--- config.mk ---
export PLATFORM = sky130hd
export DESIGN_NAME = instr_encoder_flat
export DESIGN_NICKNAME = d
export VERILOG_FILES = /design/src/rtl/instr_encoder_if.sv /design/src/rtl/instr_encoder.sv /design/src/flat_wrapper.sv
export SDC_FILE = /design/constraint.sdc
export NUM_CORES = 1
export LEC_CHECK = 0
export CAP_MARGIN = 20
export CORE_ASPECT_RATIO = 1.4
export CORE_UTILIZATION = 44
export DETAILED_ROUTE_END_ITERATION = 16
export PLACE_DENSITY = 0.76
export SLEW_MARGIN = 0
export SYNTH_ARGS = -nofsm -noshare
export SYNTH_HDL_FRONTEND = slang
export SYNTH_SLANG_ARGS = --single-unit
--- constraint.sdc ---
create_clock -name clk -period 5.4 [get_ports clk]
set_input_delay 0.81 -clock clk [delete_from_list [all_inputs] [get_ports clk]]
set_output_delay 0.81 -clock clk [all_outputs]
set_load 0.1 [all_outputs]
--- src/rtl/instr_encoder_if.sv ---
// Field-bundle handshake and instruction-memory write port of the instruction encoder.
// The encoder sits on the slave side; the loader/memory environment sits on the master side.
interface instr_encoder_if #(
  parameter int ADDR_WIDTH = 8
);
  logic                  in_valid;
  logic                  in_ready;
  logic [1:0]            fmt;
  logic [5:0]            opcode;
  logic [4:0]            rs;
  logic [4:0]            rt;
  logic [4:0]            rd;
  logic [4:0]            shamt;
  logic [5:0]            funct;
  logic [15:0]           imm;
  logic [31:0]           target;
  logic                  mem_we;
  logic [ADDR_WIDTH-1:0] mem_addr;
  logic [31:0]           mem_wdata;
  logic                  mem_ack;

  modport master (
    output in_valid, fmt, opcode, rs, rt, rd, shamt, funct, imm, target, mem_ack,
    input  in_ready, mem_we, mem_addr, mem_wdata
  );

  modport slave (
    input  in_valid, fmt, opcode, rs, rt, rd, shamt, funct, imm, target, mem_ack,
    output in_ready, mem_we, mem_addr, mem_wdata
  );
endinterface

--- src/rtl/instr_encoder.sv ---
// Packs MIPS R/I/J/branch fields into 32-bit words and writes them sequentially into
// instruction memory, tracking the byte PC of the next slot for branch/jump encoding.
module instr_encoder #(
  parameter int          ADDR_WIDTH = 8,
  parameter logic [31:0] BASE_ADDR  = 32'h0000_0000
) (
  input  logic                clk,
  input  logic                rst,
  instr_encoder_if.slave      bus,
  output logic [31:0]         pc,
  output logic [ADDR_WIDTH:0] count,
  output logic                full,
  output logic                error,
  output logic [1:0]          err_code
);
  typedef enum logic {IDLE, WRITE} state_t;

  state_t             state, state_n;
  logic [31:0]        pc_nxt;
  logic [31:0]        diff;
  logic signed [31:0] off;
  logic [31:0]        word;
  logic [1:0]         fault;
  logic               accept;

  assign pc_nxt = pc + 32'd4;
  assign diff   = bus.target - pc_nxt;
  assign off    = $signed(diff) >>> 2;

  // count never exceeds 2^ADDR_WIDTH, so its top bit alone flags a full memory
  assign full         = count[ADDR_WIDTH];
  assign bus.in_ready = (state == IDLE) && !full;
  assign bus.mem_we   = (state == WRITE);
  assign accept       = bus.in_valid && bus.in_ready;

  always_comb begin
    word  = 32'h0;
    fault = 2'b00;
    case (bus.fmt)
      2'b00: word = {bus.opcode, bus.rs, bus.rt, bus.rd, bus.shamt, bus.funct};
      2'b01: word = {bus.opcode, bus.rs, bus.rt, bus.imm};
      2'b10: begin
        word = {bus.opcode, bus.target[27:2]};
        if (bus.target[31:28] != pc_nxt[31:28]) fault = 2'b10;
      end
      default: begin
        word = {bus.opcode, bus.rs, bus.rt, off[15:0]};
        // offset fits in 16 bits only if bits 31..15 are a pure sign extension
        if (off[31:15] != {17{off[15]}}) fault = 2'b01;
      end
    endcase
    if (bus.fmt[1] && (bus.target[1:0] != 2'b00)) fault = 2'b11;
  end

  always_comb begin
    state_n = state;
    case (state)
      IDLE:    if (accept && (fault == 2'b00)) state_n = WRITE;
      WRITE:   if (bus.mem_ack) state_n = IDLE;
      default: state_n = IDLE;
    endcase
  end

  always_ff @(posedge clk or posedge rst) begin
    if (rst) begin
      state         <= IDLE;
      bus.mem_addr  <= '0;
      bus.mem_wdata <= 32'h0;
      count         <= '0;
      pc            <= BASE_ADDR;
      error         <= 1'b0;
      err_code      <= 2'b00;
    end else begin
      state <= state_n;
      if (accept) begin
        if (fault != 2'b00) begin
          error <= 1'b1;
          if (!error) err_code <= fault;
        end else begin
          bus.mem_addr  <= count[ADDR_WIDTH-1:0];
          bus.mem_wdata <= word;
        end
      end
      if ((state == WRITE) && bus.mem_ack) begin
        count <= count + 1'b1;
        pc    <= pc + 32'd4;
      end
    end
  end
endmodule

--- src/flat_wrapper.sv ---
// flat-port wrapper written by rule: the top's interface ports become plain ports
module instr_encoder_flat 
#(
  parameter int          ADDR_WIDTH = 8,
  parameter logic [31:0] BASE_ADDR  = 32'h0000_0000
)
  (clk, rst, pc, count, full, error, err_code, bus_in_valid, bus_fmt, bus_opcode, bus_rs, bus_rt, bus_rd, bus_shamt, bus_funct, bus_imm, bus_target, bus_mem_ack, bus_in_ready, bus_mem_we, bus_mem_addr, bus_mem_wdata);
  instr_encoder_if #(.ADDR_WIDTH(ADDR_WIDTH)) bus_i ();
  input  logic clk;
  input  logic rst;
  output logic [31:0] pc;
  output logic [ADDR_WIDTH:0] count;
  output logic full;
  output logic error;
  output logic [1:0] err_code;
  input wire logic [$bits(bus_i.in_valid)-1:0] bus_in_valid;
  input wire logic [$bits(bus_i.fmt)-1:0] bus_fmt;
  input wire logic [$bits(bus_i.opcode)-1:0] bus_opcode;
  input wire logic [$bits(bus_i.rs)-1:0] bus_rs;
  input wire logic [$bits(bus_i.rt)-1:0] bus_rt;
  input wire logic [$bits(bus_i.rd)-1:0] bus_rd;
  input wire logic [$bits(bus_i.shamt)-1:0] bus_shamt;
  input wire logic [$bits(bus_i.funct)-1:0] bus_funct;
  input wire logic [$bits(bus_i.imm)-1:0] bus_imm;
  input wire logic [$bits(bus_i.target)-1:0] bus_target;
  input wire logic [$bits(bus_i.mem_ack)-1:0] bus_mem_ack;
  output wire logic [$bits(bus_i.in_ready)-1:0] bus_in_ready;
  output wire logic [$bits(bus_i.mem_we)-1:0] bus_mem_we;
  output wire logic [$bits(bus_i.mem_addr)-1:0] bus_mem_addr;
  output wire logic [$bits(bus_i.mem_wdata)-1:0] bus_mem_wdata;
  assign bus_i.in_valid = bus_in_valid;
  assign bus_i.fmt = bus_fmt;
  assign bus_i.opcode = bus_opcode;
  assign bus_i.rs = bus_rs;
  assign bus_i.rt = bus_rt;
  assign bus_i.rd = bus_rd;
  assign bus_i.shamt = bus_shamt;
  assign bus_i.funct = bus_funct;
  assign bus_i.imm = bus_imm;
  assign bus_i.target = bus_target;
  assign bus_i.mem_ack = bus_mem_ack;
  assign bus_in_ready = bus_i.in_ready;
  assign bus_mem_we = bus_i.mem_we;
  assign bus_mem_addr = bus_i.mem_addr;
  assign bus_mem_wdata = bus_i.mem_wdata;
  instr_encoder #(.ADDR_WIDTH(ADDR_WIDTH), .BASE_ADDR(BASE_ADDR)) u_core (.clk(clk), .rst(rst), .bus(bus_i), .pc(pc), .count(count), .full(full), .error(error), .err_code(err_code));
endmodule
==> run metrics, run 1 <==
PD cells=379 nW/um^2; area of the multi-input gates=4860 um^2; max_slew headroom=31.7%; fin. max-slew vios=0; Initial Utilization=44.8%; Crit. End Element=flip-flop; final core occ=59.1%; Ports=173; Pre-antenna DRT Iters=5; area share of the largest cell type after synthesis=28.8%; Cells after Synth=754; WL per Instance=19.2 um; Crit path arrival time=5.31 ns; nets=1034; RSZ-0062 raised after global routing=no; chip height=154 um; Synth Area in Adders=5.52%; DRC Markers=0; mux contribution to synthesized area=14.6%; final std cells w/o fill=1124; final worst setup slack=0.324 ns; grt total ovfl=0; Synth Area in Simple Gates=19.7%; largest cells by area after synthesis=dfrtp_1 29%, mux2_4 8.3%, xnor2_1 6.3%, ha_1 4.7%, mux4_2 3.7%; setup TNS=0 ns; CTS max path bufs=2; PortBufs=170; diode count=0; Root Buffer=clkbuf_16; synth warn=0; share of cells above drive strength 1=16.1%; Post-CTS Resized=0; maximum VDD drop=0.462 mV; critical path startpoint category=flip-flop; Setup Crit Path Kind=flip-flop to flip-flop; CP required=5.64 ns; pre-CTS WS=0.126 ns; Post-DRT Antenna Nets=0; Syn Area/Cell=9.57 um^2; max-cap violation count=0; CTS Hold Bufs=0; static leakage=3.88 nW; Detailed Place HPWL=16.6 mm; post-synth top area cell=dfrtp_1; synthesis-stage register bit count=83; Hold WC Path Type=flip-flop to flip-flop; outcome=completed; largest family of logic cells by synthesized area=simple AND/OR/NAND/NOR gates; setup violators final=0; largest net degree at the start of global routing=55; post-synthesis cell area=7210 um^2; number of global-route vias before repair=6563; global-route wire length before repair=33.7 mm; top_reg_cell synth=dfrtp_1; Vias/cell=5.85; share of synthesized registers carrying an async set or reset=100%; CORE AREA=16100 um^2; placed cells=1108; Global Route Usage Sum=26.0%; DRT Wirelength=21.5 mm; fmax=0.197 GHz; H-tree levels=3; Worst-Margin Slew=1.02 ns; clk slew on worst S/H paths=0.08 ns; Placed Area=9190 um^2; register area share after synthesis=28.8%; crit path time final=5.08 ns; EDFF count, synth=0; CTS sink count=83; Clock Latency Late Sink=0.36 ns; Area growth, synth to finish=31.9%; cts bufs inserted=9; fillcell total=1464; initial antenna violation count=0; worst clock skew=0.0118 ns; CTS tree=yes; Synth cell types=84; cell row count=55; DR iter-0 viols=343; buffer count from post-CTS setup fixing=0; crit-path max FO=18; Vias=6575; Tcrit/Tclk final=94.0%; Synth Area in Compound Gates=15.3%; die width=110 um; Final Cell Area=9510 um^2; Die ar.=16900 um^2; Post-Synth XOR/XNOR Area=11.5%; Fin. Hold Viols=0; FF+latch area=2090 um^2; RePlAce Congestion=0.909
==> critical path, cell delays in order, from the launching register on <==
cell	delay, ns
dfrtp_2	0.45
ha_4	0.20
nand4_2	0.15
or2_2	0.41
nor2_1	0.16
xnor2_1	0.18
ha_2	0.36
and2_1	0.17
a221o_1	0.34
maj3_1	0.40
a22oi_1	0.22
a21oi_1	0.12
or4_1	0.45
a221oi_2	0.31
a41oi_2	0.21
a21oi_4	0.28
buf_12	0.22
mux2_4	0.32
==> cell usage after synthesis, drive strengths merged, types with 5 or more instances <==
cell type and count:
a211oi 11, a21o 18, a21oi 31, a31oi 6
and2 9, and3 11, and4 8, buf 19
clkbuf 26, dfrtp 83, ha 27, inv 24
mux2 52, mux2i 5, mux4 12, nand2 57
nand2b 8, nand3 40, nand4 19, nor2 45
nor2b 7, nor3 19, nor4 12, o2111ai 6
o21a 5, o21ai 24, or2 7, or3 9
xnor2 52, xor2 30
==> stage by stage <==
stage                     total power [mW]  hold slack (ns)
after floorplan                       2.46            0.834
after global placement                2.95            0.498
after detailed placement              2.97            0.492
after CTS                             3.60            0.508
after global routing                  3.74            0.523
final                                 3.60            0.503
==> worst paths after layout <==
check	start	to	slack [ns]	depth (start not counted)
max	u_core.pc[2]$_DFFE_PP0P_	u_core.bus.mem_addr[4]$_DFFE_PP0P_	0.32	17
min	u_core.error$_DFFE_PP0P_	u_core.error$_DFFE_PP0P_	0.50	1
max reg2reg	u_core.pc[2]$_DFFE_PP0P_	u_core.bus.mem_addr[4]$_DFFE_PP0P_	0.32	17
min reg2reg	u_core.error$_DFFE_PP0P_	u_core.error$_DFFE_PP0P_	0.50	1
max in group asynchronous	rst	u_core.pc[17]$_DFFE_PP0P_	3.47	3
min in group asynchronous	rst	u_core.bus.mem_wdata[27]$_DFFE_PP0P_	0.95	2
==> cell type report <==
class / count / area share (%)
clock buffers: 9 / 2.37
repair buffers: 199 / 20.4
inverters: 24 / 0.960
multi-input cells: 603 / 51.1
clock inverters: 7 / 0.618
well taps: 199 / 2.62
flip-flops and latches: 83 / 21.9
==> flip-flops by register name, summed over array words and instances (netlist names) <==
name,count
u_core.pc,30
u_core.bus.mem_wdata,32
u_core.error,1
u_core.count,9
u_core.bus.mem_addr,8
u_core.err_code,2
u_core.bus.mem_we,1
==> cells in the final DEF (no fill, tap or decap), drive strengths merged, types with 11 or more instances in the layout <==
| master | synthesis | routed |
|---|---|---|
| nor2 | 45 | 45 |
| mux2 | 52 | 52 |
| nor4 | 12 | 12 |
| dfrtp | 83 | 83 |
| nor3 | 19 | 19 |
| a21o | 18 | 18 |
| and3 | 11 | 11 |
| nand4 | 19 | 19 |
| nand2 | 57 | 57 |
| clkdlybuf4s50 | 0 | 170 |
| a21oi | 31 | 31 |
| o21ai | 24 | 24 |
| xnor2 | 52 | 52 |
| xor2 | 30 | 30 |
| mux4 | 12 | 12 |
| ha | 27 | 27 |
| a211oi | 11 | 11 |
| nand3 | 40 | 40 |
| buf | 19 | 29 |
| inv | 24 | 27 |
==> routing by layer <==
layer	track usage [%]	wire length, um	up-vias
met4	15.4	1190	0
li1	-	-	3115
met5	0	0	-
met3	4.79	1250	74
met1	28.5	8070	3142
met2	45.8	11000	244
==> logic make-up after synthesis <==
family          count (synthesis)
simple gates                  262
mux                            69
other cells                     1
flops                          83
buf+inv                        69
fa+ha+maj                      32
xor+xnor                       87
compound gates                151
==> report_power, final <==
group	internal [mW]	total [mW]	switching, mW
Sequential	0.759	0.892	0.134
Combinational	0.658	2.09	1.43
Clock	0.320	0.619	0.298
Power figures use the tool's default switching activity.
==> inputs of run 2 (changes only) <==
- HOLD_SLACK_MARGIN: default -> 0.12
==> results of run 2 <==
Final layout, timing and power as in run 1 (identical DEF).
==> RTL edit: new RTL, flow settings as in run 2 <==
Make the reset (`rst`) synchronous in one clocked block.
--- a/src/rtl/instr_encoder.sv
+++ b/src/rtl/instr_encoder.sv
@@ -61,7 +61,7 @@
     endcase
   end
 
-  always_ff @(posedge clk or posedge rst) begin
+  always_ff @(posedge clk) begin
     if (rst) begin
       state         <= IDLE;
       bus.mem_addr  <= '0;
Formal check against the unedited RTL: differs if rst is asserted again (counterexample within 4 cycles, from zero or initial values and one cycle with rst high); with rst held inactive, the same outputs for 10 cycles.
==> RTL edit against run 2 <==
Sequential cell count unchanged. Critical path depth increased by 6. Worst setup slack improved by 0.0037 ns. Wire length increased by 2.3%. Design area decreased by 5.2%. Synthesized area decreased by 6.8%.
Power is not compared: it rests on default switching activity, and its combinational part moved more than twofold at a synthesized area within 25%.
==> RTL edit: results (changes against run 2) <==
top cells by count, synth a21oi_1, dfxtp_1, nor2_1 (was dfrtp_1, nand2_1, xnor2_1); nets 1119 (was 1034); Clock Latency Late Sink 0.34 ns (was 0.36 ns); status finished, final reports clean (unchanged); Synth Area in Adders 0.0557 (was 0.0552); Synth Area in Compound Gates 0.235 (was 0.153); All-Layer GR Usage 0.275 (was 0.260); xor and xnor area share after synthesis 0.122 (was 0.115); first-pass GRT wire length 34400 um (was 33700 um); post-synth cell types 75 (was 84); share of cells above drive strength 1 0.0860 (was 0.161); placed cell count 1188 (was 1108); Final GP Congestion 1.02 (was 0.909); Hold Crit Class reg2reg (unchanged); asr flop ratio synth 0 (was 1.00); Worst Max-Slew Pin Slew 1.02 ns (about the same); critical path arrival 5.26 ns (was 5.31 ns); synthesized area per cell 7.89 sq um (was 9.57 sq um); top flop regs u_core.bus.mem_wdata (32), u_core.pc (30), u_core.count (9) (unchanged); DRT Pass-1 Iters 6 (was 5); Seq/Total Area, Yosys 0.247 (was 0.288); Non-Filler Instances 1204 (was 1124); post-DP HPWL 17200 um (was 16600 um); clock skew 0.00649 ns (was 0.0118 ns); Cell Area, Placed 8700 sq um (was 9190 sq um); number of global-route vias before repair 6613 (was 6563); mux contribution to synthesized area 0.0622 (was 0.146); Vias/cell 5.83 (was 5.85); largest net degree at the start of global routing 45 (was 55); fill count 1378 (was 1464); post-synth top area share 0.247 (was 0.288); Synth area leaders dfxtp_1, xnor2_1, a21oi_1 (was dfrtp_1, mux2_4, xnor2_1); drt initial violations 342 (was 343)
==> RTL edit: changes by cell type in the layout (fill, tap and decap cells not counted), sizes merged, moves of 14 or more <==
cell	change
dfrtp	-83
o21ai	+32
dfxtp	+83
a21oi	+54
mux2i	+15
mux2	-51
nor2	+36
inv	-14
==> RTL edit: area by class of cell <==
cell class              instances  area [sq um]  area share
multi-input cells             701          4800       0.533
repair buffers                202          1960       0.218
flip-flops and latches         83          1680       0.186
well taps                     192           240      0.0266
clock buffers                   9           225      0.0250
clock inverters                 7          71.3     0.00791
inverters                      10          37.5     0.00416
==> RTL edit: per-stage QoR <==
stage                     utilization  total power [mW]
after floorplan                     -              1.04
after global placement          0.580              1.22
after detailed placement        0.580              1.23
after CTS                       0.600              1.85
after global routing            0.602              1.90
final                           0.602              1.84
==> RTL edit: repair_timing <==
item	4_1_cts	5_1_grt
resized for setup	0	4
setup endpoints to repair	0	36
hold buffers	0	0
==> RTL edit: final timing paths <==
| check | start | endpoint | slack [ns] | cells after the start |
|---|---|---|---|---|
| worst max-delay path | u_core.pc[2] | u_core.bus.mem_wdata[27] | 0.33 | 23 |
| worst min-delay path | u_core.bus.mem_wdata[0] | u_core.bus.mem_wdata[0] | 0.47 | 2 |
| worst max register to register | u_core.pc[2] | u_core.bus.mem_wdata[27] | 0.33 | 23 |
| worst min register to register | u_core.bus.mem_wdata[0] | u_core.bus.mem_wdata[0] | 0.47 | 2 |
==> RTL edit: layer usage <==
layer  wire, um  global-route usage  vias to the layer above
met1       8990               0.324                     3300
met3       1140              0.0351                       42
met4        717               0.112                        0
met2      11200               0.499                      250
met5          0                   0                        -
li1           -                   -                     3431
==> RTL edit: logic make-up (layout without fill, tap and decap cells) <==
| group | after synthesis | after routing |
|---|---|---|
| AOI/OAI and AO/OA | 245 | 245 |
| xor gates and xnor gates | 87 | 87 |
| adders and majority gates | 30 | 30 |
| buffers and inverters | 69 | 228 |
| DFF | 83 | 83 |
| muxes | 30 | 30 |
| other | 1 | 2 |
| and+or+nand+nor | 307 | 307 |
==> RTL edit: where the power goes <==
| part | internal [mW] | switching (mW) |
|---|---|---|
| combinational | 0.210 | 0.365 |
| clock | 0.325 | 0.293 |
| sequential | 0.631 | 0.0129 |
| total | 1.17 | 0.671 |
==> RTL edit: critical path, stage by stage (launching register included) <==
cell	delay (ns)
dfxtp_4	0.39
ha_1	0.24
nand3_1	0.13
nor2_1	0.14
nand3_1	0.16
nor3_2	0.18
buf_4	0.21
nand3_1	0.10
xor2_1	0.16
ha_1	0.37
and2_1	0.15
a31oi_1	0.06
a21oi_2	0.30
a21oi_1	0.12
maj3_1	0.45
nand3_1	0.10
o21ai_0	0.08
a31oi_1	0.29
nand2_1	0.16
o41ai_4	0.41
mux2i_2	0.20
buf_4	0.25
o21ai_0	0.19
a21oi_1	0.09
